[src/rtl/nf_out_merge_avlstrm_pkg.sv]
// ============================================================================
// nf_out_merge_avlstrm_pkg
// Shared types and constants for the non-fast-pattern output merge.
// Revision: 1.0
// ============================================================================
`default_nettype none

package nf_out_merge_avlstrm_pkg;

    // Merge arbiter states: free to arbitrate, or locked to one input mid-packet
    typedef enum logic [1:0] {
        IDLE  = 2'd0,
        LOCK0 = 2'd1,
        LOCK1 = 2'd2
    } merge_state_t;

    // Statistics register offsets, consumed by a parent-level stats packer
    localparam logic [7:0] REG_NF_MERGE_PKT0  = 8'h00;
    localparam logic [7:0] REG_NF_MERGE_PKT1  = 8'h04;
    localparam logic [7:0] REG_NF_MERGE_ERR   = 8'h08;
    localparam logic [7:0] REG_NF_MERGE_STALL = 8'h0C;

    // Skid payload = data + empty + sop + eop + src
    function automatic int merge_payload_w(input int dw);
        return dw + $clog2(dw / 8) + 3;
    endfunction

endpackage

`default_nettype wire

[src/rtl/avlstrm_skid_buf.sv]
// ============================================================================
// avlstrm_skid_buf
// Two-entry registered skid buffer. Output valid comes straight from the
// occupancy register, and input ready only from occupancy, so neither side
// sees a combinational path from the other side's handshake.
// Revision: 1.0
// ============================================================================
`default_nettype none

module avlstrm_skid_buf
    import nf_out_merge_avlstrm_pkg::*;
#(
    parameter int W = 8
) (
    input  logic         Clk,
    input  logic         Rst_n,
    input  logic         in_valid_i,
    output logic         in_ready_o,
    input  logic [W-1:0] in_payload_i,
    output logic         out_valid_o,
    input  logic         out_ready_i,
    output logic [W-1:0] out_payload_o
);

    logic [1:0]   cnt_q, cnt_d;
    logic [W-1:0] e0_q, e0_d;
    logic [W-1:0] e1_q, e1_d;
    logic         push;
    logic         pop;

    assign in_ready_o    = (cnt_q != 2'd2);
    assign out_valid_o   = (cnt_q != 2'd0);
    assign out_payload_o = e0_q;
    assign push          = in_valid_i & in_ready_o;
    assign pop           = out_valid_o & out_ready_i;

    // Next occupancy and entry contents; entry 0 is always the head
    always_comb begin
        cnt_d = cnt_q;
        e0_d  = e0_q;
        e1_d  = e1_q;
        case ({push, pop})
            2'b10: begin
                if (cnt_q == 2'd0) e0_d = in_payload_i;
                else               e1_d = in_payload_i;
                cnt_d = cnt_q + 2'd1;
            end
            2'b01: begin
                e0_d  = e1_q;
                cnt_d = cnt_q - 2'd1;
            end
            // Push with pop only happens at occupancy 1: the new beat becomes head
            2'b11:   e0_d = in_payload_i;
            default: ;
        endcase
    end

    // Buffer state registers, flushed by reset
    always_ff @(posedge Clk or negedge Rst_n) begin
        if (!Rst_n) begin
            cnt_q <= 2'd0;
            e0_q  <= '0;
            e1_q  <= '0;
        end else begin
            cnt_q <= cnt_d;
            e0_q  <= e0_d;
            e1_q  <= e1_d;
        end
    end

endmodule

`default_nettype wire

[src/rtl/nf_out_merge_avlstrm.sv]
// ============================================================================
// nf_out_merge_avlstrm
// Packet-atomic 2:1 round-robin merge of the no-check (in0) and checked (in1)
// packet streams into one registered output stream with a source tag and
// per-input statistics. Optional macro NF_MERGE_STALL_CNT_EN adds a counter
// of mid-packet starvation cycles (stats_stall_o).
// Revision: 1.0
// ============================================================================
`default_nettype none

module nf_out_merge_avlstrm
    import nf_out_merge_avlstrm_pkg::*;
#(
    parameter int DW = 512,
    parameter int CW = 32
) (
    input  logic                    Clk,
    input  logic                    Rst_n,
    input  logic [DW-1:0]           in0_data_i,
    input  logic                    in0_valid_i,
    output logic                    in0_ready_o,
    input  logic                    in0_sop_i,
    input  logic                    in0_eop_i,
    input  logic [$clog2(DW/8)-1:0] in0_empty_i,
    input  logic [DW-1:0]           in1_data_i,
    input  logic                    in1_valid_i,
    output logic                    in1_ready_o,
    input  logic                    in1_sop_i,
    input  logic                    in1_eop_i,
    input  logic [$clog2(DW/8)-1:0] in1_empty_i,
    output logic [DW-1:0]           out_data_o,
    output logic                    out_valid_o,
    input  logic                    out_ready_i,
    output logic                    out_sop_o,
    output logic                    out_eop_o,
    output logic [$clog2(DW/8)-1:0] out_empty_o,
    output logic                    out_src_o,
    output logic [CW-1:0]           stats_pkt0_o,
    output logic [CW-1:0]           stats_pkt1_o,
    output logic [CW-1:0]           stats_err_o
`ifdef NF_MERGE_STALL_CNT_EN
    ,
    output logic [CW-1:0]           stats_stall_o
`endif
);

    localparam int EW = $clog2(DW / 8);
    localparam int PW = merge_payload_w(DW);

    merge_state_t  state_q, state_d;
    logic          rr_last_q, rr_last_d;
    logic          run_q;
    logic [CW-1:0] pkt0_q, pkt0_d;
    logic [CW-1:0] pkt1_q, pkt1_d;
    logic [CW-1:0] err_q, err_d;

    logic          free;
    logic          cand0, cand1;
    logic          gnt0, gnt1;
    logic          drop0, drop1;
    logic          push0, push1;
    logic          err0, err1;
    logic [PW-1:0] skid_in;
    logic [PW-1:0] skid_out;

    assign cand0 = in0_valid_i & in0_sop_i;
    assign cand1 = in1_valid_i & in1_sop_i;

    // Grant selection: round-robin between sop candidates in IDLE, fixed while locked.
    // Non-sop beats seen in IDLE are framing errors and are swallowed.
    always_comb begin
        gnt0  = 1'b0;
        gnt1  = 1'b0;
        drop0 = 1'b0;
        drop1 = 1'b0;
        case (state_q)
            IDLE: begin
                if (cand0 && cand1) begin
                    gnt0 = rr_last_q;
                    gnt1 = !rr_last_q;
                end else begin
                    gnt0 = cand0;
                    gnt1 = cand1;
                end
                drop0 = in0_valid_i & ~in0_sop_i;
                drop1 = in1_valid_i & ~in1_sop_i;
            end
            LOCK0:   gnt0 = 1'b1;
            LOCK1:   gnt1 = 1'b1;
            default: ;
        endcase
    end

    // run_q holds ready low until the first clock after reset release
    assign in0_ready_o = run_q & ((gnt0 & free) | drop0);
    assign in1_ready_o = run_q & ((gnt1 & free) | drop1);
    assign push0       = run_q & in0_valid_i & gnt0 & free;
    assign push1       = run_q & in1_valid_i & gnt1 & free;
    assign err0        = run_q & drop0;
    assign err1        = run_q & drop1;

    assign skid_in = push1 ? {1'b1, in1_sop_i, in1_eop_i, in1_empty_i, in1_data_i}
                           : {1'b0, in0_sop_i, in0_eop_i, in0_empty_i, in0_data_i};

    // Next state, round-robin pointer and counters
    always_comb begin
        state_d   = state_q;
        rr_last_d = rr_last_q;
        case (state_q)
            IDLE: begin
                if (push0) begin
                    rr_last_d = 1'b0;
                    if (!in0_eop_i) state_d = LOCK0;
                end else if (push1) begin
                    rr_last_d = 1'b1;
                    if (!in1_eop_i) state_d = LOCK1;
                end
            end
            LOCK0:   if (push0 && in0_eop_i) state_d = IDLE;
            LOCK1:   if (push1 && in1_eop_i) state_d = IDLE;
            default: state_d = IDLE;
        endcase
        pkt0_d = pkt0_q + {{(CW-1){1'b0}}, push0 & in0_eop_i};
        pkt1_d = pkt1_q + {{(CW-1){1'b0}}, push1 & in1_eop_i};
        err_d  = err_q + {{(CW-1){1'b0}}, err0} + {{(CW-1){1'b0}}, err1};
    end

    // Arbiter FSM and statistics registers
    always_ff @(posedge Clk or negedge Rst_n) begin
        if (!Rst_n) begin
            state_q   <= IDLE;
            rr_last_q <= 1'b1;
            run_q     <= 1'b0;
            pkt0_q    <= '0;
            pkt1_q    <= '0;
            err_q     <= '0;
        end else begin
            state_q   <= state_d;
            rr_last_q <= rr_last_d;
            run_q     <= 1'b1;
            pkt0_q    <= pkt0_d;
            pkt1_q    <= pkt1_d;
            err_q     <= err_d;
        end
    end

    avlstrm_skid_buf #(
        .W (PW)
    ) u_skid (
        .Clk           (Clk),
        .Rst_n         (Rst_n),
        .in_valid_i    (push0 | push1),
        .in_ready_o    (free),
        .in_payload_i  (skid_in),
        .out_valid_o   (out_valid_o),
        .out_ready_i   (out_ready_i),
        .out_payload_o (skid_out)
    );

    assign out_src_o    = skid_out[PW-1];
    assign out_sop_o    = skid_out[PW-2];
    assign out_eop_o    = skid_out[PW-3];
    assign out_empty_o  = skid_out[DW +: EW];
    assign out_data_o   = skid_out[DW-1:0];
    assign stats_pkt0_o = pkt0_q;
    assign stats_pkt1_o = pkt1_q;
    assign stats_err_o  = err_q;

`ifdef NF_MERGE_STALL_CNT_EN
    logic [CW-1:0] stall_q;
    logic          stall_hit;

    assign stall_hit = ((state_q == LOCK0) && !in0_valid_i) ||
                       ((state_q == LOCK1) && !in1_valid_i);

    // Count cycles where the locked input starves mid-packet
    always_ff @(posedge Clk or negedge Rst_n) begin
        if (!Rst_n) stall_q <= '0;
        else        stall_q <= stall_q + {{(CW-1){1'b0}}, stall_hit};
    end

    assign stats_stall_o = stall_q;
`endif

endmodule

`default_nettype wire

[config.mk]
export PLATFORM = sky130hd
export DESIGN_NAME = nf_out_merge_avlstrm
export DESIGN_NICKNAME = d
export VERILOG_FILES = /design/src/rtl/nf_out_merge_avlstrm_pkg.sv /design/src/rtl/avlstrm_skid_buf.sv /design/src/rtl/nf_out_merge_avlstrm.sv
export SDC_FILE = /design/constraint.sdc
export NUM_CORES = 2
export LEC_CHECK = 0
export ABC_AREA = 0
export BUFFER_PORTS_ARGS = -buffer_cell sky130_fd_sc_hd__buf_2
export CAP_MARGIN = 15
export CORE_AREA = 2 2 657 659
export CTS_CLUSTER_DIAMETER = 50
export CTS_CLUSTER_SIZE = 16
export DETAILED_ROUTE_END_ITERATION = 12
export DIE_AREA = 0 0 659 661
export HOLD_SLACK_MARGIN = 0.15
export PLACE_DENSITY = 0.31
export SLEW_MARGIN = 10
export SYNTH_ARGS = -nofsm -noshare
export SYNTH_HDL_FRONTEND = slang
export SYNTH_SLANG_ARGS = --single-unit
[constraint.sdc]
create_clock -name Clk -period 4 [get_ports Clk]
set_input_delay 0.4 -clock Clk [delete_from_list [all_inputs] [get_ports Clk]]
set_output_delay 0.4 -clock Clk [all_outputs]
set_load 0.1 [all_outputs]
==> flow_summary.toml <==
[worst_setup_path]
cpLargestDelayFamily = "buffers and inverters"
crit_path_top_delay_cell = "sky130_fd_sc_hd__dlygate4sd3_1"
rrSetupSlack_ns = 0.22
r2r_startpoint = "rr_last_q$_DFFE_PN1P_"
critical_path_buf_inv_count = 4
worst_setup_path_start_kind = "flop"
cp_data_arrival_time_ns = 4.55
endpoint_kind = "flop"
cp.required_ns = 4.76
critical_path.max_stage_delay_ns = 0.57
timing.rr.end = "u_skid.e1_q[171]$_DFFE_PN0P_"
cp_max_fo = 170
timing.setup.critical_path_class = "flop to flop"
rr_worst_depth = 8
cp_cell_sequence = "nand4b_1 -> nand4_1 -> buf_12 -> buf_12 -> buf_4 -> o21ai_0 -> a31oi_1 -> dlygate4sd3_1"
critPathMostFrequentCell = "sky130_fd_sc_hd__buf_12"

[grt]
gr-total-overflow = 0
globalRouteTotalUtil_pct = 18.5
first_global_vias = 74437
global_route_wire_length_before_repair_um = 594000
pin_count_of_the_biggest_net_entering_global_routing = 199
grt_antenna_before_repair = 123

[min_path]
holdCritPathClass = "primary input to flop"
worst_hold_path.endpoint = "u_skid.out_payload_o[321]$_DFFE_PN0P_"
whs_path_depth = 4
hold_path_startpoint = "out_ready_i"

[floorplanning]
floorplan.die.height_um = 661
core_region_area_um2 = 429000
start_util_pct = 14.7
design.die.area_um2 = 436000
row_count = 241
floorplan.io_pins = 1665
die_width_um = 659

[synth]
yosys-top-cells-count = "sky130_fd_sc_hd__dfrtp_1, sky130_fd_sc_hd__o21ai_0, sky130_fd_sc_hd__a31oi_1"
ys_seq_elements = 1144
yosys_most_used_dff = "sky130_fd_sc_hd__dfrtp_1"
synth_fp_nets = 8145
ys_types = 47
synthMostInstantiatedCell = "sky130_fd_sc_hd__dfrtp_1"
syn-mean-instance-area_um2 = 8.90
yosys_warnings = 0
synth-async-reset-ratio_pct = 100
instance_count_of_the_mapped_netlist = 7091
ys_top_cells_by_area = "sky130_fd_sc_hd__dfrtp_1, sky130_fd_sc_hd__a31oi_1, sky130_fd_sc_hd__o21ai_0"
share_of_the_synthesized_area_in_the_top_cell_type_pct = 45.3
synth.cell_area_um2 = 63100
seq_area_frac_synth_pct = 45.4
post-synth-top-area-cell = "sky130_fd_sc_hd__dfrtp_1"
synth-edff-count = 0

[timing]
final_hold_viol_count = 0
setup_tns_ns = 0
period_share_pct = 94.6
layout_min_cycle_time_ns = 3.78
grt_setup_unrepaired = "false"
timing.fmax_mhz = 264
timing.clock.skew_ns = 0.0814
final-max-slew-violation-count = 0
max_slew_margin_pct = 10.4
worstMarginPinSlew_ns = 1.34
setup_violations = 0

[pwr]
pwr-share-comb_pct = 54.5
power_per_cell_area_nw_per_um2 = 959
pwr-share-seq_pct = 21.1
power.total_mw = 98.9
power.ir.vdd_worst_mv = 0.713
power_leakage_nw = 38.8
p_switching_mw = 51.9
netSwitchingFraction_pct = 52.5
power_frac_clock_pct = 24.4
internal-power_mw = 47.0

[clocking]
cts.reportedPaths.clkPinSlew_ns = 0.05
tritoncts = "built"
cts_setup_buffers = 0
cts_htree_levels = 5
source_to_sink_clock_delay_at_the_later_pin_of_the_worst_skew_pair_ns = 0.90
cts_made_buffers = 278
post_cts_resize_count = 0
clock_sinks = 1144
clock-root-buffer = "sky130_fd_sc_hd__clkbuf_16"
ctsLongestPathBuffers = 4

[place]
io_buffers = 1664
dpl-instance-area_um2 = 77500
detailedPlacementHpwl_um = 287000
gp_routability_congestion = 0.849
placed_cells = 13747

[final_layout]
finalInstanceArea_um2 = 103000
net_count_final = 10936
finalCoreUtilization_pct = 24.0
layout_cells_sized_above_1_pct = 24.8
fin_cells = 15891
syn_to_final_growth_pct = 63.3

[route]
drt-vias-per-instance = 4.76
detailedRoute.firstIterationViolations = 7034
routed-via-count = 75569
final_antenna_net_count = 0
remaining_drc_errors = 0
drt-pass1-iter-count = 7
avgRoutedWirePerCell_um = 26.7
wirelength_um = 425000

[status]
run_status = "complete, no violations"

[flow_run]
maxCapViolCount = 0
-- cell type report --
| class | instances | area [µm²] |
|---|---|---|
| fill | 46845 | 326000 |
| multi-input combinational | 4999 | 30500 |
| sequential | 1144 | 28600 |
| timing repair buffer | 3446 | 26800 |
| clock buffer | 369 | 7830 |
| tap | 5710 | 7140 |
| clock inverter | 122 | 1830 |
| antenna | 88 | 220 |
| inverter | 13 | 48.8 |
-- cell usage in the layout, fill, tap and decap left out, drive strengths merged, types with 15 or more instances in the layout --
cell,count
clkbuf,369
nor4,530
clkinvlp,16
bufinv,34
and4,15
nand2,38
dlygate4sd3,1564
nor2,533
a31oi,1038
nand4,34
nor2b,523
a32oi,516
xnor2,66
nand3,559
diode,88
inv,24
nor3,21
clkinv,61
dfrtp,1143
o21ai,1042
xor2,27
buf,1882
-- metal layers --
layer / global-route usage, % / vias to the layer above / wire [µm]
met3: 4.04 / 835 / 29400
met2: 30.5 / 3497 / 202000
li1: - / 32972 / -
met4: 8.21 / 74 / 21200
met5: 0 / - / 472
met1: 23.0 / 38191 / 172000
-- cells by family after synthesis --
family | Yosys count | synth area share [%]
mux | 2 | 0.0357
buf+inv | 948 | 6.32
xor+xnor | 93 | 1.29
simple gates | 2287 | 19.4
other cells | 1 | 0.00594
compound gates | 2607 | 27.4
flops | 1144 | 45.4
fa+ha+maj | 9 | 0.190
-- per-stage QoR --
step	worst slack, ns	hold slack (ns)
2_1_floorplan	0.147	0.104
3_3_place_gp	0.583	0.455
3_5_place_dp	0.585	0.457
4_1_cts	0.311	0.177
5_1_grt	0.0217	0.250
6_report	0.215	0.283
-- repair_timing --
item | in CTS | in global routing
setup endpoints to repair | 0 | 0
endpoints found under the hold margin | 1331 | 0
hold buffers | 1565 | 0
-- state kept, by name, summed over array words and instances (netlist names) --
register / count
state_q: 2
stats_err_o: 32
u_skid.e1_q: 521
run_q: 1
u_skid.out_payload_o: 521
stats_pkt0_o: 32
rr_last_q: 1
u_skid.cnt_q: 2
stats_pkt1_o: 32
-- tightest hold or removal path: stages --
cell,delay (ns)
sky130_fd_sc_hd__buf_2,0.10
sky130_fd_sc_hd__and2_4,0.26
sky130_fd_sc_hd__nor4_1,0.30
sky130_fd_sc_hd__a31oi_1,0.06
-- power by group through the flow --
stage / registers [mW] / clock network (mW) / logic [mW]
global placement: 20.8 / 0 / 48.3
CTS: 20.8 / 24.8 / 54.0
finish: 20.9 / 24.1 / 53.8
detailed placement: 21.0 / 0 / 48.6
floorplan: 39.4 / 0 / 15.2
global route: 21.5 / 25.3 / 56.5
-- worst max path at each step --
stage | depth (start not counted) | slack [ns] | start | endpoint
6_report | 8 | 0.22 | rr_last_q$_DFFE_PN1P_ | u_skid.e1_q[171]$_DFFE_PN0P_
3_3_place_gp | 12 | 0.58 | in1_valid_i | stats_pkt0_o[16]$_DFF_PN0_
2_1_floorplan | 6 | 0.15 | state_q[1]$_DFFE_PN0P_ | in1_ready_o
5_1_grt | 13 | 0.02 | state_q[0]$_DFFE_PN0P_ | u_skid.e1_q[438]$_DFFE_PN0P_
3_5_place_dp | 8 | 0.59 | u_skid.cnt_q[0]$_DFFE_PN0P_ | u_skid.out_payload_o[39]$_DFFE_PN0P_
4_1_cts | 8 | 0.31 | rr_last_q$_DFFE_PN1P_ | u_skid.e1_q[171]$_DFFE_PN0P_
No activity file was read; power rests on OpenSTA's default activity.
